===== src/rtl/fifo_pkg.sv =====
// -----------------------------------------------------------------------------
// fifo_pkg
// Shared definitions for the synchronous FIFO:
//   - read-mode encodings selected by the FWFT parameter
//   - helpers deriving depth and pointer width from the address width
// -----------------------------------------------------------------------------
package fifo_pkg;

  // Read-port behaviour. STD returns the popped word one cycle after the read;
  // FALL (first-word-fall-through) always presents the head word.
  typedef enum logic {
    FWFT_STD  = 1'b0,
    FWFT_FALL = 1'b1
  } fwft_mode_e;

  // Number of storage entries for a given address width.
  function automatic int fifo_depth(input int addr_len);
    return 1 << addr_len;
  endfunction

  // Pointers carry one extra wrap bit so full and empty can be told apart
  // when the address bits are equal.
  function automatic int fifo_ptr_w(input int addr_len);
    return addr_len + 1;
  endfunction

endpackage


===== src/rtl/fifo_mem.sv =====
// -----------------------------------------------------------------------------
// fifo_mem
// Register-array storage for sync_fifo: DEPTH x DATA_LEN words, one
// synchronous write port and one asynchronous (combinational) read port.
// The array is deliberately not reset; the control logic in sync_fifo decides
// which entries are meaningful.
//
// Ports:
//   clk      in   write clock (rising edge)
//   i_we     in   write enable
//   i_waddr  in   write address
//   i_wdata  in   write word
//   i_raddr  in   read address
//   o_rdata  out  word stored at i_raddr
// -----------------------------------------------------------------------------
module fifo_mem
  import fifo_pkg::*;
#(
  parameter int DATA_LEN = 8,
  parameter int ADDR_LEN = 3
) (
  input  logic                clk,
  input  logic                i_we,
  input  logic [ADDR_LEN-1:0] i_waddr,
  input  logic [DATA_LEN-1:0] i_wdata,
  input  logic [ADDR_LEN-1:0] i_raddr,
  output logic [DATA_LEN-1:0] o_rdata
);

  localparam int DEPTH = fifo_depth(ADDR_LEN);

  logic [DATA_LEN-1:0] r_mem [DEPTH];

  always_ff @(posedge clk) begin
    if (i_we) begin
      r_mem[i_waddr] <= i_wdata;
    end
  end

  assign o_rdata = r_mem[i_raddr];

endmodule


===== src/rtl/sync_fifo.sv =====
// -----------------------------------------------------------------------------
// sync_fifo
// Single-clock FIFO with registered status flags, sticky error flags, flush,
// and a choice of standard (registered) or first-word-fall-through read port.
//
// Parameters:
//   DATA_LEN   word width
//   ADDR_LEN   address width, DEPTH = 2**ADDR_LEN
//   FWFT       0 = standard registered read, 1 = first-word-fall-through
//   AF_THRESH  almost_full when count >= AF_THRESH
//   AE_THRESH  almost_empty when count <= AE_THRESH
//
// Ports:
//   clk           in   clock, rising edge
//   rst           in   synchronous active-high reset, overrides everything
//   flush         in   discard all stored entries
//   wr_en/wr_data in   write request / word
//   rd_en         in   read request (pops head word in FWFT mode)
//   err_clr       in   clear sticky overflow/underflow
//   rd_data       out  read word
//   rd_valid      out  rd_data valid
//   full, empty, almost_full, almost_empty  out  registered status flags
//   count         out  occupancy 0..DEPTH
//   overflow, underflow  out  sticky error flags
// -----------------------------------------------------------------------------
module sync_fifo
  import fifo_pkg::*;
#(
  parameter int DATA_LEN  = 8,
  parameter int ADDR_LEN  = 3,
  parameter int FWFT      = 0,
  parameter int AF_THRESH = (1 << ADDR_LEN) - 1,
  parameter int AE_THRESH = 1
) (
  input  logic                clk,
  input  logic                rst,
  input  logic                flush,
  input  logic                wr_en,
  input  logic [DATA_LEN-1:0] wr_data,
  input  logic                rd_en,
  input  logic                err_clr,
  output logic [DATA_LEN-1:0] rd_data,
  output logic                rd_valid,
  output logic                full,
  output logic                empty,
  output logic                almost_full,
  output logic                almost_empty,
  output logic [ADDR_LEN:0]   count,
  output logic                overflow,
  output logic                underflow
);

  localparam int                DEPTH = fifo_depth(ADDR_LEN);
  localparam int                PTR_W = fifo_ptr_w(ADDR_LEN);
  localparam fwft_mode_e        MODE  = (FWFT != 0) ? FWFT_FALL : FWFT_STD;
  localparam logic [PTR_W-1:0]  ONE   = PTR_W'(1);
  localparam logic [PTR_W-1:0]  AF_T  = PTR_W'(AF_THRESH);
  localparam logic [PTR_W-1:0]  AE_T  = PTR_W'(AE_THRESH);

  logic [PTR_W-1:0]    r_wr_ptr;
  logic [PTR_W-1:0]    r_rd_ptr;
  logic [PTR_W-1:0]    r_count;
  logic                r_full;
  logic                r_empty;
  logic                r_almost_full;
  logic                r_almost_empty;
  logic                r_overflow;
  logic                r_underflow;

  logic                w_wr_acc;
  logic                w_rd_acc;
  logic                w_mem_we;
  logic [PTR_W-1:0]    w_wr_ptr_nxt;
  logic [PTR_W-1:0]    w_rd_ptr_nxt;
  logic [PTR_W-1:0]    w_count_nxt;
  logic                w_full_nxt;
  logic                w_empty_nxt;
  logic [DATA_LEN-1:0] w_head;

  // Acceptance uses only registered flags, so no input reaches a status flag
  // without passing through a register. Flush discards concurrent requests.
  assign w_wr_acc = wr_en && !r_full  && !flush;
  assign w_rd_acc = rd_en && !r_empty && !flush;
  assign w_mem_we = w_wr_acc && !rst;

  // ---------------------------------------------------------------------------
  // Storage
  // ---------------------------------------------------------------------------
  fifo_mem #(
    .DATA_LEN (DATA_LEN),
    .ADDR_LEN (ADDR_LEN)
  ) u_mem (
    .clk     (clk),
    .i_we    (w_mem_we),
    .i_waddr (r_wr_ptr[ADDR_LEN-1:0]),
    .i_wdata (wr_data),
    .i_raddr (r_rd_ptr[ADDR_LEN-1:0]),
    .o_rdata (w_head)
  );

  // ---------------------------------------------------------------------------
  // Next-state pointers and occupancy
  // ---------------------------------------------------------------------------
  always_comb begin
    w_wr_ptr_nxt = r_wr_ptr;
    w_rd_ptr_nxt = r_rd_ptr;
    w_count_nxt  = r_count;
    if (flush) begin
      w_wr_ptr_nxt = '0;
      w_rd_ptr_nxt = '0;
      w_count_nxt  = '0;
    end else begin
      // The extra wrap bit toggles naturally when the low bits roll over.
      if (w_wr_acc) w_wr_ptr_nxt = r_wr_ptr + ONE;
      if (w_rd_acc) w_rd_ptr_nxt = r_rd_ptr + ONE;
      case ({w_wr_acc, w_rd_acc})
        2'b10:   w_count_nxt = r_count + ONE;
        2'b01:   w_count_nxt = r_count - ONE;
        default: w_count_nxt = r_count;
      endcase
    end
  end

  assign w_empty_nxt = (w_wr_ptr_nxt == w_rd_ptr_nxt);
  assign w_full_nxt  = (w_wr_ptr_nxt[ADDR_LEN-1:0] == w_rd_ptr_nxt[ADDR_LEN-1:0]) &&
                       (w_wr_ptr_nxt[ADDR_LEN] != w_rd_ptr_nxt[ADDR_LEN]);

  // ---------------------------------------------------------------------------
  // Registered pointers, count and status flags
  // ---------------------------------------------------------------------------
  always_ff @(posedge clk) begin
    if (rst) begin
      r_wr_ptr       <= '0;
      r_rd_ptr       <= '0;
      r_count        <= '0;
      r_empty        <= 1'b1;
      r_full         <= 1'b0;
      r_almost_full  <= 1'b0;
      r_almost_empty <= 1'b1;
    end else begin
      r_wr_ptr       <= w_wr_ptr_nxt;
      r_rd_ptr       <= w_rd_ptr_nxt;
      r_count        <= w_count_nxt;
      r_empty        <= w_empty_nxt;
      r_full         <= w_full_nxt;
      r_almost_full  <= (w_count_nxt >= AF_T);
      r_almost_empty <= (w_count_nxt <= AE_T);
    end
  end

  // ---------------------------------------------------------------------------
  // Sticky error flags: a new error wins over err_clr; flush neither sets
  // nor clears them.
  // ---------------------------------------------------------------------------
  always_ff @(posedge clk) begin
    if (rst) begin
      r_overflow  <= 1'b0;
      r_underflow <= 1'b0;
    end else begin
      if (wr_en && r_full && !flush) begin
        r_overflow <= 1'b1;
      end else if (err_clr) begin
        r_overflow <= 1'b0;
      end
      if (rd_en && r_empty && !flush) begin
        r_underflow <= 1'b1;
      end else if (err_clr) begin
        r_underflow <= 1'b0;
      end
    end
  end

  // ---------------------------------------------------------------------------
  // Read port
  // ---------------------------------------------------------------------------
  if (MODE == FWFT_STD) begin : g_std_read
    logic [DATA_LEN-1:0] r_rd_data;
    logic                r_rd_valid;

    // Popped word appears the cycle after the read; rd_data holds otherwise.
    always_ff @(posedge clk) begin
      if (rst) begin
        r_rd_data  <= '0;
        r_rd_valid <= 1'b0;
      end else if (w_rd_acc) begin
        r_rd_data  <= w_head;
        r_rd_valid <= 1'b1;
      end else begin
        r_rd_valid <= 1'b0;
      end
    end

    assign rd_data  = r_rd_data;
    assign rd_valid = r_rd_valid;
  end else begin : g_fwft_read
    // Head word is presented straight from storage. When empty the output is
    // forced to zero so unreset storage never leaks out after reset.
    assign rd_data  = r_empty ? '0 : w_head;
    assign rd_valid = !r_empty;
  end

  assign full         = r_full;
  assign empty        = r_empty;
  assign almost_full  = r_almost_full;
  assign almost_empty = r_almost_empty;
  assign count        = r_count;
  assign overflow     = r_overflow;
  assign underflow    = r_underflow;

endmodule


===== config.mk =====
export PLATFORM = sky130hd
export DESIGN_NAME = sync_fifo
export DESIGN_NICKNAME = d
export VERILOG_FILES = /design/src/rtl/fifo_pkg.sv /design/src/rtl/fifo_mem.sv /design/src/rtl/sync_fifo.sv
export SDC_FILE = /design/constraint.sdc
export NUM_CORES = 1
export LEC_CHECK = 0
export CORE_UTILIZATION = 35
export CTS_CLUSTER_DIAMETER = 30
export DETAILED_ROUTE_END_ITERATION = 10
export PLACE_DENSITY_LB_ADDON = 0.3
export SLEW_MARGIN = 20
export SYNTH_ARGS = -nofsm -noshare
export SYNTH_HDL_FRONTEND = slang
export SYNTH_SLANG_ARGS = --single-unit

===== constraint.sdc =====
create_clock -name clk -period 3.1 [get_ports clk]
set_input_delay 0.31 -clock clk [delete_from_list [all_inputs] [get_ports clk]]
set_output_delay 0.31 -clock clk [all_outputs]
set_load 0.02 [all_outputs]

# Word level (Yosys, flattened, before mapping)

Memory sizes are Yosys's and may differ from the RTL's. A register that Yosys moved wholly into a read port is not among the register bits.
Cells that the tools add are included.

Register bits after elaboration: 19
Bits in writable memories: 64
Bits of input ports: 14
Output and inout bits: 19
Word-level logic and storage cells: 50
Memories kept: 1

Memories:

| name        | words | width | read ports | clocked after memory_dff | wr ports | RTL line       | text |
|---|---|---|---|---|---|---|---|
| u_mem.r_mem | 8     | 8     | 1          | 1                        | 1        | fifo_mem.sv:32 | `logic [DATA_LEN-1:0] r_mem [DEPTH];` |

Add/subtract/negate cells: 4
Order comparisons: 2
Eq/ne operators: 5
Mux-type cells: 12
Reductions and logical operators: 16

Operator list:

| kind                                                              | number |
|---|---|
| 2-to-1 mux 4 bit                                                  | 5 |
| adder 4 x 1 -> 4 bit, second input constant                       | 3 |
| logical AND 1 bit                                                 | 10 |
| case mux 4 bit (2 select lines)                                   | 1 |
| 2-to-1 mux 1 bit                                                  | 6 |
| equality test 4 bit                                               | 1 |
| greater-or-equal comparator 4 x 3 -> 1 bit, second input constant | 1 |
| less-or-equal comparator 4 x 1 -> 1 bit, second input constant    | 1 |
| logical NOT 1 bit                                                 | 4 |
| nonzero test 2 bit                                                | 2 |
| subtractor 4 x 1 -> 4 bit, second input constant                  | 1 |
| equality test 3 bit                                               | 1 |
| equality test 2 x 1 -> 1 bit, second input constant               | 1 |
| equality test 2 bit, second input constant                        | 1 |
| != test 1 bit                                                     | 1 |

# Logic depth before layout (Yosys ltp)

Depth in word-level cells: 7
Mapped depth: 12
Depth with buffers taken out: 10

# By module

A second synthesis with hierarchy kept.

Cells, all modules: 252
Area, all modules: 3773.6 um^2

By module, submodules not included:

| module    | times used | cells an instance | area each (um^2) | seq. area each (um^2) |
|---|---|---|---|---|
| fifo_mem  | 1          | 106               | 2531.2           | 1921.8 |
| sync_fifo | 1          | 146               | 1242.4           | 540.5 |

# Least setup slack after synthesis

Ideal clock, no wire load.

Path type: flip-flop to flip-flop
From: register r_empty, in the netlist empty
To: register r_almost_full, in the netlist almost_full
Setup time: 0.117 ns
Data arrival time: 2.337 ns
Data required time: 2.983 ns
Slack: 0.646 ns
Stages on the path, launching flop included: 13
Path buffers: 2
Clock period less this slack: 2.454 ns
Path through: dfxtp_1 or3b_4 clkinv_4 buf_12 buf_2 nand2_1 xnor2_1 ha_1 a21oi_1 nor3_1 o311ai_2 o41ai_2 a22o_1

Word-level cells in the longest chain between the ends: 7
Elaborated cells on any way between the ends: 8
Classes of those cells: order compare (1); eq/ne (2); mux (2); reduce/logical (3)

RTL lines:

| item                                                                       | RTL line         | text |
|---|---|---|
| start, declared                                                            | sync_fifo.sv:64  | `logic r_empty;` |
| start signal, assigned                                                     | sync_fifo.sv:144 | `r_empty <= w_empty_nxt;` |
| logical NOT 1 bit (*)                                                      | sync_fifo.sv:83  | `assign w_rd_acc = rd_en && !r_empty && !flush;` |
| logical AND 1 bit (*) (2 in series)                                        | sync_fifo.sv:83  |  |
| equality test 2 x 1 -> 1 bit / equality test 2 bit (equally long branches) | sync_fifo.sv:116 | `case ({w_wr_acc, w_rd_acc})` |
| case mux 4 bit (2 select lines) (*)                                        | sync_fifo.sv:116 |  |
| 2-to-1 mux 4 bit (*)                                                       | sync_fifo.sv:108 | `if (flush) begin` |
| greater-or-equal comparator 4 x 3 -> 1 bit (*)                             | sync_fifo.sv:146 | `r_almost_full <= (w_count_nxt >= AF_T);` |
| end signal, assigned                                                       | sync_fifo.sv:146 |  |
| end, declared                                                              | sync_fifo.sv:65  | `logic r_almost_full;` |

Mark *: on every way between the ends. The rest lies on a longest branch, timed or not.
A chain may end at the register's enable or synchronous reset.

# Final worst setup path

From: input rd_en
To: register r_almost_full, in the netlist almost_full

Word-level cells in the longest chain between the ends: 6
Elaborated cells on any way between the ends: 7
Classes of those cells: order compare (1); eq/ne (2); mux (2); reduce/logical (2)

RTL lines:

| item                                                                       | RTL line         | text |
|---|---|---|
| start, declared                                                            | sync_fifo.sv:40  | `input logic rd_en,` |
| logical AND 1 bit (*) (2 in series)                                        | sync_fifo.sv:83  |  |
| equality test 2 x 1 -> 1 bit / equality test 2 bit (equally long branches) | sync_fifo.sv:116 |  |
| case mux 4 bit (2 select lines) (*)                                        | sync_fifo.sv:116 |  |
| 2-to-1 mux 4 bit (*)                                                       | sync_fifo.sv:108 |  |
| greater-or-equal comparator 4 x 3 -> 1 bit (*)                             | sync_fifo.sv:146 |  |

Marks and branches as above.

==> results by group <==
Layout
  • Area occupied by registers: 2460 um2
  • Fin nets: a little under 300
  • Design area: approximately 4400 um2
  • Multi-input logic area: 1160 um2
  • Filler Cell Count: about 900
  • Most common cell after layout, fill and taps aside: edfxtp_1
  • Antenna Cells: 0
  • Commonest cells after routing, fill and taps aside: edfxtp_1 (64), clkdlybuf4s50_1 (32), nor2_1 (28)
  • Final Util: 42.9%
  • Fraction of layout cells with a size suffix above 1: 21.5%
  • Area grow syn2layout: 19.2%
  • Post-route insts no fill: 420

Critical path
  • Worst setup EP type: flop
  • Reg2reg end: almost_full
  • Crit path cell chain: clkdlybuf4s50_1 -> or3b_4 -> clkinv_4 -> nand2_1 -> xnor2_1 -> ha_1 -> a21oi_1 -> nor3_1 -> o311ai_2 -> o41ai_2 -> a22o_1
  • Required time of the critical path: 3360 ps
  • R2R Path Start: empty
  • Critical Path Source: rd_en
  • Startpoint Class: input port
  • Critical path's slowest cell: clkdlybuf4s50_1
  • Crit path largest cell delay: 510 ps
  • Worst reg2reg setup slack: just under 800 ps
  • CP arrival: 2700 ps
  • R2R cell count: 10
  • CP Class: in -> reg
  • CP endpoint: almost_full
  • Max FO, Critical Path: 21

Floorplanning
  • Core area: 10300 um2
  • Full die area: 11000 um2
  • I/O pin count: 33
  • Die Y: approximately 100 um
  • Starting Density: 36.0%
  • Die width: 105 um
  • Row count: 37

Synth
  • Synth area leaders: edfxtp_1 (52%), dfxtp_1 (15%), mux4_2 (9.7%), mux2i_1 (3.0%), nor2_1 (2.8%)
  • Synth Area per Inst: approximately 16 um2
  • Post-synthesis share of cell area spent on xor and xnor gates: 3.71%
  • Seq/Total Area, Yosys: between 60% and 70%
  • Synth Area in Adders: under 10%
  • Netlist cell types: 40
  • EDFF count, synth: 64
  • Synth Area in Compound Gates: 4.92%
  • Synth Area in Simple Gates: 8.70%
  • Multiplexer area fraction after synthesis: 12.7%
  • Cells after synthesis: 231
  • Top-area cell type share of the netlist area: 51.8%
  • Largest family of logic cells by synthesized area: multiplexers
  • Ys flop type: edfxtp_1
  • Synthesized Nets: 249
  • Synth Warn #: 0
  • Synth Cell Area: 3710 um2
  • Synth Register Bits: 91
  • Top cell type by total area after synthesis: edfxtp_1
  • FFs w/ async S/R, synth: 0%

Job
  • Max-cap violation count: 0

STA
  • Slew @ Worst Pin: 581 ps
  • RSZ-0062 raised after global routing: false
  • Final period util: 79.0%
  • Setup Viol. Count Final: 0
  • Slew Viols, Final: 0
  • Setup tns final: 0 ps
  • Slew margin rel.: between 60% and 70%
  • Hold_ws: 476 ps
  • Setup Skew: 9.40 ps
  • Maximum clock frequency: 408 MHz
  • Tmin final: 2450 ps
  • Final WS setup: 651 ps
  • Hold Vio Cnt, Final: 0

Hold path
  • HP Class: reg -> reg

CTS
  • Root buf cell: clkbuf_8
  • Post_cts resized: 0
  • Clk buf depth: 2
  • Clk sinks: 91
  • Worst-skew pair later-pin latency: between 300 and 400 ps
  • Num CTS Buffers: 9
  • Clock Pin Slew Worst Setup and Hold Paths: 90 ps
  • CTS Hold Buffers Added: 0
  • H-tree depth: 3
  • Postcts setup bufs: 0
  • CTS tree: done

Place
  • IO Port Bufs: 32
  • GP Congestion: 0.715
  • Setup WS pre-CTS: 296 ps
  • Placed inst area: 4250 um2
  • Hpwl dp: 4480 um
  • Placed Instances: between 400 and 500

Route
  • Routed vias: 2041
  • Initial drt markers: 120
  • DRC viols: 0
  • Final wirelength: about 6500 um
  • Routed WL per cell: 15.6 um
  • Routed Antenna Nets: 0
  • Drt first pass iters: 4
  • Vias per cell: 4.86

GRT
  • Gr usage total: around an eighth
  • Grt ovf: 0
  • Initial antenna violation count: 0
  • Number of global-route vias before repair: 2034
  • First-pass GRT wire length: 10800 um
  • Largest net degree at the start of global routing: 22

Pwr
  • Combinational power share: 5.3%
  • Power, Total: 2.17 mW
  • Reg power frac: 60.6%
  • Switch Pwr: 506 uW
  • Sw frac: 23.3%
  • Clock share of power: 34.1%
  • Pwr/cell area: 491 nW/um2
  • Pleak: 1.42 nW
  • VDD IR max: 244 uV
  • P_int: around 1.7 mW

Status
  • Outcome: finished, final reports clean
-- power groups by stage --
stage	Clock, mW	Combinational [mW]	Sequential, mW
floorplan	0	0.0590	1.35
global placement	0	0.116	1.35
detailed placement	0	0.117	1.35
CTS	0.764	0.117	1.32
global route	0.814	0.127	1.32
finish	0.741	0.116	1.32
-- state kept, by name, indices dropped and copies added, names as in the netlist, 4 cells and up --
| signal | cells |
|---|---|
| count | 4 |
| r_rd_ptr | 4 |
| r_wr_ptr | 4 |
| rd_data | 8 |
| u_mem.r_mem | 64 |
-- layer usage --
metal | share of wire (%) | vias to the layer above | GRT usage (%)
met3 | 3.9 | 12 | 2.99
li1 | - | 979 | -
met5 | 0 | - | 0
met4 | 2.1 | 0 | 6.34
met1 | 48 | 1002 | 18.1
met2 | 46 | 48 | 19.8
-- logic make-up after synthesis --
family | count (synthesis)
AO/OA/AOI/OAI | 22
buffers and inverters | 12
AND/OR/NAND/NOR | 61
multiplexers | 27
flip-flops | 91
XOR/XNOR | 14
adder cells (fa/ha/maj) | 4
-- area by class of cell --
| cell class | count | area share (%) |
|---|---|---|
| flip-flops and latches | 91 | 55.6 |
| clock buffers | 9 | 2.80 |
| repair buffers | 48 | 9.95 |
| multi-input cells | 128 | 26.3 |
| clock inverters | 7 | 1.27 |
| inverters | 1 | 0.198 |
| well taps | 136 | 3.85 |
-- critical path: cells and delay by family --
kind                     cells  cell delay (ps)
buffers and inverters        2              670
AND/OR/NAND/NOR              3              620
adder cells (fa/ha/maj)      1              180
AO/OA/AOI/OAI                4              780
XOR/XNOR                     1              130
-- worst min path at each step --
stage / startpoint / end / depth (start not counted)
after floorplan: rst / rd_data[7] / 1
after global routing: overflow / overflow / 2
final: overflow / overflow / 2
after global placement: underflow / underflow / 2
after detailed placement: overflow / overflow / 2
after CTS: overflow / overflow / 2
-- Yosys cell counts (3+ instances only) --
cell,number
buf_2,4
dfxtp_1,27
nand2b_1,4
nor2_1,28
nand2_1,4
a21oi_1,5
mux2i_1,11
nand3_1,3
nor3_1,4
xnor2_1,9
clkbuf_1,3
xor2_1,3
ha_1,4
a211oi_1,9
edfxtp_1,64
mux4_2,16
nor2b_1,3
Power figures use the tool's default switching activity.
